<file path="config.mk">
export PLATFORM = sky130hd
export DESIGN_NAME = systolic_ctrl
export DESIGN_NICKNAME = d
export VERILOG_FILES = /design/src/rtl/systolic_ctrl.sv
export SDC_FILE = /design/constraint.sdc
export NUM_CORES = 1
export LEC_CHECK = 0
export ABC_AREA = 1
export BUFFER_PORTS_ARGS = -buffer_cell sky130_fd_sc_hd__buf_2
export CORE_AREA = 2 2 66 68
export CTS_BUF_LIST = sky130_fd_sc_hd__clkbuf_4 sky130_fd_sc_hd__clkbuf_8 sky130_fd_sc_hd__clkbuf_16
export CTS_CLUSTER_SIZE = 20
export DETAILED_ROUTE_END_ITERATION = 7
export DIE_AREA = 0 0 68 70
export HOLD_SLACK_MARGIN = 0.08
export PLACE_DENSITY = 0.83
export SLEW_MARGIN = 25
export SYNTH_ARGS = -nofsm -noshare
export SYNTH_HDL_FRONTEND = slang
export SYNTH_SLANG_ARGS = --single-unit
</file>
<file path="constraint.sdc">
create_clock -name clk -period 2.5 [get_ports clk]
set_input_delay 0.125 -clock clk [delete_from_list [all_inputs] [get_ports clk]]
set_output_delay 0.125 -clock clk [all_outputs]
set_load 0.02 [all_outputs]
</file>
<file path="src/rtl/systolic_ctrl.sv">
// Sequencer for a weight-stationary MAC array: loads weights, streams skewed input vectors, tracks results out.
// Latency: done pulses 2*N+M+PIPE_LAT+1 cycles after start; stall holds compute/drain and gates all data strobes.
module systolic_ctrl #(
    parameter int ARRAY_DIM = 4,
    parameter int VEC_W     = 8,
    parameter int PIPE_LAT  = 4,
    parameter int ROW_W     = $clog2(ARRAY_DIM)
) (
    input  logic                 clk,
    input  logic                 rst_n,
    input  logic                 start,
    input  logic [VEC_W-1:0]     num_vec,
    input  logic                 stall,
    output logic                 busy,
    output logic                 done,
    output logic                 w_load,
    output logic [ROW_W-1:0]     w_row,
    output logic                 d_rd,
    output logic [VEC_W-1:0]     d_addr,
    output logic [ARRAY_DIM-1:0] col_en,
    output logic                 array_en,
    output logic                 o_valid,
    output logic [VEC_W-1:0]     o_addr
);

    typedef enum logic [1:0] {IDLE, LOAD_W, COMPUTE, DRAIN} state_t;

    state_t               state_q, state_d;
    logic [VEC_W-1:0]     m_q;
    logic [VEC_W-1:0]     d_cnt_q;
    logic [VEC_W-1:0]     o_cnt_q;
    logic [ROW_W-1:0]     w_cnt_q;
    logic [ARRAY_DIM-1:0] col_q;
    logic [PIPE_LAT-1:0]  lat_q;
    logic                 done_q;

    logic                 running;
    logic                 stall_act;
    logic                 accept;
    logic                 last_row;
    logic                 last_vec;
    logic                 o_fire;
    logic                 last_out;
    logic [ARRAY_DIM:0]   col_ext;
    logic [PIPE_LAT:0]    lat_ext;

    assign running   = (state_q == COMPUTE) || (state_q == DRAIN);
    assign stall_act = running && stall;
    assign accept    = (state_q == IDLE) && start && (num_vec != '0);
    assign last_row  = (w_cnt_q == ROW_W'(ARRAY_DIM - 1));
    assign last_vec  = (d_cnt_q == m_q - VEC_W'(1));
    assign o_fire    = lat_q[PIPE_LAT-1] && !stall_act;
    assign last_out  = o_fire && (o_cnt_q == m_q - VEC_W'(1));

    // The read strobe enters the skew chain ungated; the whole chain freezes while stalled.
    assign col_ext   = {col_q, (state_q == COMPUTE)};
    assign lat_ext   = {lat_q, col_q[ARRAY_DIM-1]};

    always_ff @(posedge clk) begin
        if (!rst_n) begin
            state_q <= IDLE;
            m_q     <= '0;
            d_cnt_q <= '0;
            o_cnt_q <= '0;
            w_cnt_q <= '0;
            col_q   <= '0;
            lat_q   <= '0;
            done_q  <= 1'b0;
        end else begin
            state_q <= state_d;
            done_q  <= (state_q == DRAIN) && last_out;
            if (accept) begin
                m_q     <= num_vec;
                d_cnt_q <= '0;
                o_cnt_q <= '0;
                w_cnt_q <= '0;
            end
            if (state_q == LOAD_W) begin
                w_cnt_q <= last_row ? '0 : w_cnt_q + ROW_W'(1);
            end
            if ((state_q == COMPUTE) && !stall && !last_vec) begin
                d_cnt_q <= d_cnt_q + VEC_W'(1);
            end
            if (o_fire) begin
                o_cnt_q <= o_cnt_q + VEC_W'(1);
            end
            if (!stall_act) begin
                col_q <= col_ext[ARRAY_DIM-1:0];
                lat_q <= lat_ext[PIPE_LAT-1:0];
            end
        end
    end

    always_comb begin
        state_d  = state_q;
        busy     = (state_q != IDLE);
        done     = done_q;
        w_load   = (state_q == LOAD_W);
        w_row    = w_cnt_q;
        d_rd     = (state_q == COMPUTE) && !stall;
        d_addr   = d_cnt_q;
        col_en   = stall_act ? '0 : col_q;
        array_en = (state_q == LOAD_W) || (running && !stall);
        o_valid  = o_fire;
        o_addr   = o_cnt_q;
        case (state_q)
            IDLE:    if (accept)              state_d = LOAD_W;
            LOAD_W:  if (last_row)            state_d = COMPUTE;
            COMPUTE: if (!stall && last_vec)  state_d = DRAIN;
            DRAIN:   if (last_out)            state_d = IDLE;
            default:                          state_d = IDLE;
        endcase
    end

endmodule

</file>
==> key figures <==
Power and ir drop
  • Comb pwr share: between 40 and 50%
  • Sw frac: 43.3%
  • Sequential power share: a little under a third
  • P_sw: 1.04 mW
  • Leakage dissipation: ~1.2 nW
  • Pwr/cell area: roughly 940 nW/um2
  • Peak VDD IR: 0.770 mV
  • Pint: between 1 and 1.5 mW
  • Clock share of power: 22.7%

Routing
  • WL/cell: 12.6 um
  • DR vias: 2352
  • Initial DRC count: roughly 130
  • Via density: ~5.4
  • DRT Pass-1 Iters: 4
  • Antenna-violating nets left: 0
  • DRC: 0
  • Final wirelength: between 5000 and 6000 um

Clock network
  • TritonCTS clock tree: built
  • Worst skew pair latency: 0.29 ns
  • Hold Buf Count CTS: 0
  • TritonCTS buffer count: 5
  • Clk root buf: clkbuf_8
  • Clk buf depth: 2
  • Clock transition at path regs: roughly 0.080 ns
  • Clock Sink Count: 37
  • H-tree depth: 2

Outcome
  • Status: finished clean

Placed design
  • DP HPWL: approximately 4100 um
  • Routability congestion estimate: approximately 1.0
  • Place WS: 0.226 ns
  • Placed Instances: 425
  • Input/output buffers: 39

Critical path
  • Delay-heaviest family, CP: simple AND/OR/NAND/NOR gates
  • Crit path depth: 15
  • Worst setup SP type: register
  • Worst endpoint data arrival time: between 2 and 2.5 ns
  • FF-to-FF path depth: 15
  • CP bufs+invs: 1
  • Critical Path RT: around 2.7 ns
  • Setup CP Type: register to register
  • CP cell instances: inv_1 > ha_1 > nor2_1 > nor2_1 > nor2_4 > nand2_1 > nor2_1 > nand3_1 > nor2_1 > nand3_1 > nand2_1 > nand2_1 > nor2_1 > nor2_1 > nor2_1
  • Crit path largest cell delay: about 0.4 ns
  • Slowest stage cell, crit path: dfxtp_1
  • Most frequent CP cell: nor2_1
  • Crit. End Element: register
  • Crit path max fanout: 7

Layout
  • Commonest non-fill, non-tap cell in the layout: nand2_1
  • Antenna diode count: 0
  • Filler cell count: 406
  • Net count, final: around 400
  • Ratio of cells with drive above 1 in the final layout: 17.3%
  • Most frequent cells in the layout: 79 x nand2_1, 46 x inv_1, 40 x nand3_1
  • Layout Cells excl Fill: roughly 430
  • Synthesis-to-layout area growth: 16.8%

Timing
  • Rel. slew slack: between 60% and 70%
  • Setup TNS: 0 ns
  • Final Setup Violations: 0
  • Worst Max-Slew Pin Slew: around 0.56 ns
  • Final worst-path cycle share: between 90% and 100%
  • Worst Clk Skew: 0.00702 ns
  • Fin. max-slew vios: 0
  • RSZ-0062 raised after global routing: false
  • Fmax: 441 MHz
  • Setup ws final: ~0.23 ns
  • Tmin final: between 2 and 2.5 ns
  • Hold Vio Cnt, Final: 0

GRT
  • Global Route Usage Sum: roughly a quarter
  • Global-route wire length before repair: around 9400 um
  • GR Overflow Total: 0
  • Vias in the first global route: around 2.3k
  • Largest net degree at the start of global routing: 23
  • Antenna violations before repair: 0

Floorplanning
  • I/O pins: 40
  • Die ar.: between 4000 and 5000 um2
  • Die width: just under 70 um
  • Die Y: around 70 um
  • Initial core utilization: around 53%
  • Area of the core: 4140 um2
  • Row count: 24

Flow run
  • Max Cap Viol: 0

Logic synthesis
  • Seq/Total Area, Yosys: 34.0%
  • Synth Cell Area: 2180 um2
  • Syn avg cell area: roughly 6.4 um2
  • Count of cell types in the netlist: 27
  • FF+latch count, synth: 37
  • Syn Inst Count: about 340
  • Syn nets: between 300 and 400
  • Synth Warn #: 0

Hold path
  • Hold Crit Depth: 3
  • Hold Path Class: input pin to register
-- tightest hold or removal path: stages --
cell and delay (ns):
buf_2 0.09, o21ai_0 0.08, a21oi_1 0.10
-- power groups by stage --
stage          Clock [mW]  Sequential (mW)  Combinational, mW
4_1_cts             0.549            0.750               1.08
5_1_grt             0.575            0.763               1.24
2_1_floorplan           0            0.761              0.832
3_3_place_gp            0            0.759               1.06
6_report            0.542            0.750               1.10
3_5_place_dp            0            0.763               1.08
-- metrics by stage --
stage	total power [mW]	utilization, %	area, um2	hold slack [ns]
2_1_floorplan	1.59	-	2180	0.316
3_3_place_gp	1.82	58.3	2420	0.422
3_5_place_dp	1.84	58.3	2420	0.431
4_1_cts	2.38	61.2	2540	0.129
5_1_grt	2.58	61.4	2540	0.162
6_report	2.39	61.4	2540	0.130
-- sequential cells by signal, summed over array words and instances (netlist names) --
register / flops
d_addr: 8
m_q: 8
o_addr: 8
col_q: 4
lat_q: 4
state_q: 2
w_row: 2
done: 1
-- cell families (layout without fill, tap and decap cells) --
logic type / Yosys count / in the layout / share of synthesized area [%]
adders and majority gates: 9 / 9 / 5.17
xor gates and xnor gates: 2 / 2 / 0.805
buffers and inverters: 56 / 98 / 10.1
and+or+nand+nor: 177 / 177 / 35.7
DFF: 37 / 37 / 34.0
AOI/OAI and AO/OA: 58 / 58 / 14.3
-- synthesized netlist by cell type, drive strengths merged --
library cell | n | share of area, %
a211oi | 1 | 0.34
a21oi | 33 | 7.9
buf | 2 | 0.75
clkbuf | 5 | 0.86
clkinv | 1 | 0.17
dfxtp | 37 | 34
ha | 9 | 5.2
inv | 48 | 8.3
nand2 | 83 | 15
nand3 | 41 | 9.7
nand4 | 5 | 1.4
nor2 | 39 | 7.4
nor3 | 4 | 0.92
nor3b | 1 | 0.34
nor4 | 2 | 0.57
o211a | 1 | 0.46
o211ai | 1 | 0.34
o21a | 1 | 0.34
o21ai | 21 | 4.8
or2 | 2 | 0.57
xor2 | 2 | 0.80
-- path summary, 6_finish.rpt --
kind                                 from                      end  slack, ns
setup / recovery  state_q[0]$_SDFFE_PN0P_  state_q[1]$_SDFFE_PN0P_       0.23
hold / removal                 num_vec[3]      m_q[3]$_SDFFE_PN0P_       0.13
setup reg to reg  state_q[0]$_SDFFE_PN0P_  state_q[1]$_SDFFE_PN0P_       0.23
hold reg to reg     lat_q[0]$_SDFFE_PN0N_    lat_q[0]$_SDFFE_PN0N_       0.46
-- per-layer routing --
layer	share of wire (%)	track usage (%)	up-vias
li1	-	-	1181
met1	41	30.9	1083
met2	50	43.1	76
met3	6.5	4.99	12
met4	2.0	8.89	0
met5	0	0	-
-- what timing repair did --
item	4_1_cts	5_1_grt
endpoints found under the setup margin	0	2
resized for setup	0	1
buffers inserted	0	0
-- cell type report --
cell class / count / area, um2 / area share [%]
repair buffers: 41 / 210 / 8.27
well taps: 52 / 65.1 / 2.56
inverters: 49 / 184 / 7.23
flip-flops and latches: 37 / 741 / 29.1
clock inverters: 2 / 37.5 / 1.48
clock buffers: 6 / 82.6 / 3.25
multi-input cells: 246 / 1220 / 48.1
No activity file was read; power rests on OpenSTA's default activity.
